### src/rtl/fpu_mul_norm_round.sv
// rtl/fpu_mul_norm_round.sv - FP32 multiplier normalise/round/pack, two-stage pipeline
module fpu_mul_norm_round (
  input  logic        i_clk,
  input  logic        i_rst,
  input  logic        i_valid,
  output logic        o_ready,
  input  logic        i_sign,
  input  logic [9:0]  i_exp_sum,
  input  logic [47:0] i_mant_prod,
  input  logic        i_is_nan,
  input  logic        i_is_inf,
  input  logic        i_is_zero,
  output logic        o_valid,
  input  logic        i_ready,
  output logic [31:0] o_result,
  output logic        o_overflow,
  output logic        o_underflow,
  output logic        o_inexact
);

  logic               v1, v2;
  logic               s1_load, s2_load;

  logic signed [10:0] s1_e;
  logic signed [10:0] s1_dist;
  logic [47:0]        s1_norm;
  logic [5:0]         s1_shamt;
  logic [47:0]        s1_n;
  logic               s1_sticky;
  logic               s1_tiny;

  logic               r1_sign;
  logic [9:0]         r1_exp;
  logic [47:0]        r1_n;
  logic               r1_sticky;
  logic               r1_tiny;
  logic               r1_nan, r1_inf, r1_zero;

  logic [23:0]        s2_m;
  logic               s2_g, s2_s, s2_rnd;
  logic [24:0]        s2_mr;
  logic [9:0]         s2_e;
  logic [22:0]        s2_frac;
  logic               s2_ovf, s2_inx;
  logic [31:0]        s2_res;

  assign s2_load = !v2 | i_ready;
  assign s1_load = !v1 | s2_load;
  assign o_ready = s1_load;
  assign o_valid = v2;

  // Normalise to bit 47, then denormalise tiny results with a saturating right shift.
  always_comb begin
    s1_norm   = i_mant_prod[47] ? i_mant_prod : {i_mant_prod[46:0], 1'b0};
    s1_e      = $signed({i_exp_sum[9], i_exp_sum}) + (i_mant_prod[47] ? 11'sd1 : 11'sd0);
    s1_tiny   = (s1_e <= 11'sd0);
    s1_dist   = 11'sd1 - s1_e;
    s1_shamt  = 6'd0;
    if (s1_tiny) begin
      s1_shamt = (s1_dist > 11'sd48) ? 6'd48 : s1_dist[5:0];
    end
    s1_n      = s1_norm >> s1_shamt;
    s1_sticky = |(s1_norm & ~({48{1'b1}} << s1_shamt));
  end

  // Stage 1 register: loads whenever it is empty or stage 2 is draining it.
  always_ff @(posedge i_clk or posedge i_rst) begin
    if (i_rst) begin
      v1        <= 1'b0;
      r1_sign   <= 1'b0;
      r1_exp    <= '0;
      r1_n      <= '0;
      r1_sticky <= 1'b0;
      r1_tiny   <= 1'b0;
      r1_nan    <= 1'b0;
      r1_inf    <= 1'b0;
      r1_zero   <= 1'b0;
    end else if (s1_load) begin
      v1 <= i_valid;
      if (i_valid) begin
        r1_sign   <= i_sign;
        r1_exp    <= s1_tiny ? 10'd0 : s1_e[9:0];
        r1_n      <= s1_n;
        r1_sticky <= s1_sticky;
        r1_tiny   <= s1_tiny;
        r1_nan    <= i_is_nan;
        r1_inf    <= i_is_inf;
        r1_zero   <= i_is_zero;
      end
    end
  end

  // Round to nearest even, handle mantissa carry, overflow and specials, then pack.
  always_comb begin
    s2_m    = r1_n[47:24];
    s2_g    = r1_n[23];
    s2_s    = (|r1_n[22:0]) | r1_sticky;
    s2_rnd  = s2_g & (s2_s | s2_m[0]);
    s2_mr   = {1'b0, s2_m} + {24'd0, s2_rnd};
    s2_inx  = s2_g | s2_s;
    s2_e    = r1_exp;
    s2_frac = s2_mr[22:0];
    if (s2_mr[24]) begin
      s2_e    = r1_exp + 10'd1;
      s2_frac = 23'd0;
    end
    if (r1_tiny) begin
      // A tiny value that rounds up into bit 23 becomes the smallest normal.
      s2_e = s2_mr[23] ? 10'd1 : 10'd0;
    end
    s2_ovf = !r1_tiny && (s2_e >= 10'd255);
    s2_res = {r1_sign, s2_e[7:0], s2_frac};
    if (s2_ovf) begin
      s2_res = {r1_sign, 8'hFF, 23'd0};
    end
  end

  // Stage 2 / output holding register: only updated when the output is free or consumed.
  always_ff @(posedge i_clk or posedge i_rst) begin
    if (i_rst) begin
      v2          <= 1'b0;
      o_result    <= '0;
      o_overflow  <= 1'b0;
      o_underflow <= 1'b0;
      o_inexact   <= 1'b0;
    end else if (s2_load) begin
      v2 <= v1;
      if (v1) begin
        if (r1_nan) begin
          o_result    <= 32'h7FC00000;
          o_overflow  <= 1'b0;
          o_underflow <= 1'b0;
          o_inexact   <= 1'b0;
        end else if (r1_inf) begin
          o_result    <= {r1_sign, 8'hFF, 23'd0};
          o_overflow  <= 1'b0;
          o_underflow <= 1'b0;
          o_inexact   <= 1'b0;
        end else if (r1_zero) begin
          o_result    <= {r1_sign, 31'd0};
          o_overflow  <= 1'b0;
          o_underflow <= 1'b0;
          o_inexact   <= 1'b0;
        end else begin
          o_result    <= s2_res;
          o_overflow  <= s2_ovf;
          o_underflow <= r1_tiny & (s2_inx | s2_ovf);
          o_inexact   <= s2_inx | s2_ovf;
        end
      end
    end
  end

endmodule

### config.mk
export PLATFORM = sky130hd
export DESIGN_NAME = fpu_mul_norm_round
export DESIGN_NICKNAME = d
export VERILOG_FILES = /design/src/rtl/fpu_mul_norm_round.sv
export SDC_FILE = /design/constraint.sdc
export NUM_CORES = 1
export LEC_CHECK = 0
export CAP_MARGIN = 40
export CORE_ASPECT_RATIO = 0.8
export CORE_MARGIN = 2
export CORE_UTILIZATION = 55
export DETAILED_ROUTE_END_ITERATION = 7
export DONT_BUFFER_PORTS = 1
export PLACE_DENSITY = 0.79
export REMOVE_ABC_BUFFERS = 1
export SLEW_MARGIN = 20
export SYNTH_ARGS = -nofsm -noshare
export SYNTH_HDL_FRONTEND = slang
export SYNTH_SLANG_ARGS = --single-unit
### constraint.sdc
create_clock -name i_clk -period 10 [get_ports i_clk]
set_input_delay 3 -clock i_clk [delete_from_list [all_inputs] [get_ports i_clk]]
set_output_delay 3 -clock i_clk [all_outputs]
set_load 0.01 [all_outputs]
==> impl_metrics.json <==
{
  "rows": 43,
  "leakage_nw": 3.824,
  "n_fill_cell": 1619,
  "yosys_register_bits": 101,
  "cts_setup_buffers": 0,
  "synth_edf_count": 0,
  "min_period_ns": 8.058,
  "drive_above_1_share_pct": 8.985,
  "report.final.slew_viol_count": 0,
  "track_usage_pct": 38.42,
  "ant_nets": 0,
  "path_max_fanout": 90,
  "ys_async_sr_fraction_pct": 100.0,
  "min_period_over_period_pct": 80.58,
  "ctsResizeCount": 0,
  "pre_cts_slack_ns": 1.815,
  "wl_met2_um": 15180,
  "setup_ws_ns": 1.942,
  "worst_pin_slew_ns": 0.9024,
  "grt_first_pass_wirelength_um": 56400,
  "finClkSkew_ns": 0.01220,
  "netlist_area_sq_um": 9716,
  "cp.arrival_ns": 8.35,
  "grt_pass1_vias": 9762,
  "rsz0062_at_grt": "false",
  "cp-end-kind": "flip-flop",
  "dr.max_layer_used": "met5",
  "timing.fmax_ghz": 0.1241,
  "cts_tree": "done",
  "clock-sinks": 101,
  "clk_latency_ns": 0.36,
  "area_growth_pct": 4.365,
  "htree_levels": 3,
  "pwr_density_cell_nw_per_um2": 129.7,
  "ys_types": 87,
  "vias": 10681,
  "root_buffer": "clkbuf_16",
  "yosys_warnings": 0,
  "drtIter0Drc": 1831,
  "routed_wl_um": 36930,
  "synth_ff_type": "dfrtp_1",
  "required_ns": 10.29,
  "initial_core_util_pct": 56.08,
  "dr.pass1.iters": 6,
  "grt_antenna_before_repair": 1,
  "core_sq_um": 17320,
  "seqCellArea_sq_um": 2527,
  "drc": 0,
  "max_cap_viol_count": 0,
  "finalHoldViolCount": 0,
  "tns_ns": 0,
  "die_h_um": 122.9,
  "syn-mean-instance-area_sq_um": 7.748,
  "portBuffers": 0,
  "cts_buffers": 9,
  "grt_max_degree": 91,
  "nets": 1269,
  "dp_hpwl_um": 27410,
  "post_drt_wl_per_cell_um": 25.88,
  "seq_area_frac_synth_pct": 26.01,
  "vdd_ir_drop_max_uv": 80.45,
  "cts_hold_buf": 0,
  "gp_congestion": 1.028,
  "met1Wirelength_um": 14800,
  "worst-setup-path-type": "input pin to flip-flop",
  "hp-class": "flip-flop to flip-flop",
  "worstSetupStartpointType": "input pin",
  "avgViaCountPerCell": 7.485,
  "fp.dieW_um": 152.6,
  "wl_met3_um": 5249,
  "num_antenna_cells": 0,
  "maxSlewHeadroom_pct": 38.12,
  "pin_count": 103,
  "multi_input_area_sq_um": 6674,
  "die-area_sq_um": 18750,
  "synthCells": 1254,
  "outcome": "finished clean",
  "overflow": 0,
  "clock_path_buffers": 2,
  "path_clk_slew_ns": 0.09,
  "setup_viol": 0
}
[report_power, final]
group / total (W) / switching (W) / internal (W)
Combinational: 0.000421 / 0.000272 / 0.000149
Clock: 0.000365 / 0.000184 / 0.000182
Sequential: 0.000530 / 0.0000637 / 0.000466
Total: 0.00132 / 0.000519 / 0.000797
[placed cells by master (no fill, tap or decap), types with 16 or more instances in the layout]
cell type  netlist  layout
o21ai_0         93      93
a22oi_1         18      18
xnor2_1         24      24
nand2b_1        20      20
inv_1           19      18
o31ai_1         21      21
mux2i_1         39      39
nor2_1          83      82
a21oi_1         85      85
dfrtp_1        101     101
nand2_1        141     140
nand4_1         17      17
buf_4            8      24
nor3_1          43      42
mux2_2          18      18
a211oi_1        43      43
and3_1          16      16
nor4_1          17      17
o211ai_1        29      29
o22ai_1         27      27
a31oi_1         20      20
nand3_1         54      54
[cells in the mapped netlist (20+ instances only)]
library cell | count | share of area [%]
o22ai_1 | 27 | 1.7
nand2_1 | 141 | 5.4
xnor2_1 | 24 | 2.2
nand2b_1 | 20 | 1.3
nor2_1 | 83 | 3.2
clkbuf_1 | 48 | 1.9
nand3_1 | 54 | 2.8
a31oi_1 | 20 | 1.3
a21oi_1 | 85 | 4.4
o31ai_1 | 21 | 1.6
o21ai_0 | 93 | 4.8
o211ai_1 | 29 | 2.2
mux2i_1 | 39 | 4.0
a211oi_1 | 43 | 3.3
dfrtp_1 | 101 | 26
nor3_1 | 43 | 2.2
buf_2 | 29 | 1.5
[layer usage]
metal / global-route usage [%] / vias up
li1: - / 4692
met1: 52.18 / 4968
met2: 56.11 / 862
met3: 13.28 / 157
met4: 15.57 / 2
met5: 0 / -
[final timing paths]
kind                            cells past startpoint  slack (ns)             from            to
worst max-delay path                               15        1.94  i_mant_prod[47]      r1_n[21]
worst min-delay path                                2        0.49         r1_n[19]      r1_n[19]
worst max register to register                     17        5.33        r1_sticky  o_result[11]
worst min register to register                      2        0.49         r1_n[19]      r1_n[19]
max in group asynchronous                           3        6.56            i_rst      r1_n[20]
min in group asynchronous                           1        2.50            i_rst       r1_sign
[flip-flops by register name (all words and copies together), names as in the netlist]
name,count
o_inexact,1
o_overflow,1
o_result,32
o_underflow,1
o_valid,1
r1_exp,10
r1_inf,1
r1_n,48
r1_nan,1
r1_sign,1
r1_sticky,1
r1_tiny,1
r1_zero,1
v1,1
[worst max-delay path, stage by stage]
cell	delay (ns)
ha_1	0.31
ha_1	0.46
inv_1	0.21
ha_1	0.42
nand2b_1	0.15
o32a_1	0.31
o31ai_1	0.41
o2111a_2	0.54
buf_4	0.45
nand2_1	0.57
a211oi_1	0.60
a211oi_1	0.15
o32ai_1	0.30
a311o_1	0.23
a22o_1	0.15
[cells by family (layout without fill, tap and decap cells)]
kind of cell / after synthesis / in the layout / synth area share [%]
AND/OR/NAND/NOR: 453 / 453 / 23.04
AO/OA/AOI/OAI: 471 / 471 / 33.32
buffers and inverters: 119 / 67 / 5.512
XOR/XNOR: 40 / 40 / 3.748
adder cells (fa/ha/maj): 7 / 7 / 0.8757
flip-flops: 101 / 101 / 26.01
multiplexers: 63 / 63 / 7.495
[through the flow]
step / instance area (sq um) / hold slack [ns] / instances / total power, W / utilization [%]
floorplan: 9259 / 0.4458 / 1156 / 0.0007985 / -
global route: 10140 / 0.5357 / 1427 / 0.001371 / 58.53
CTS: 10110 / 0.4978 / 1424 / 0.001301 / 58.36
global placement: 9714 / 0.4657 / 1401 / 0.0009279 / 56.07
finish: 10140 / 0.4948 / 1427 / 0.001315 / 58.53
detailed placement: 9796 / 0.4764 / 1408 / 0.0009345 / 56.54
[cell type report]
type	count	share of cell area [%]
timing repair buffer	30	2.579
multi-input combinational	1034	65.82
clock inverter	7	0.8761
clock buffer	9	2.221
inverter	21	0.8021
tap	225	2.776
sequential	101	24.93
(Power assumes the default switching activity.)
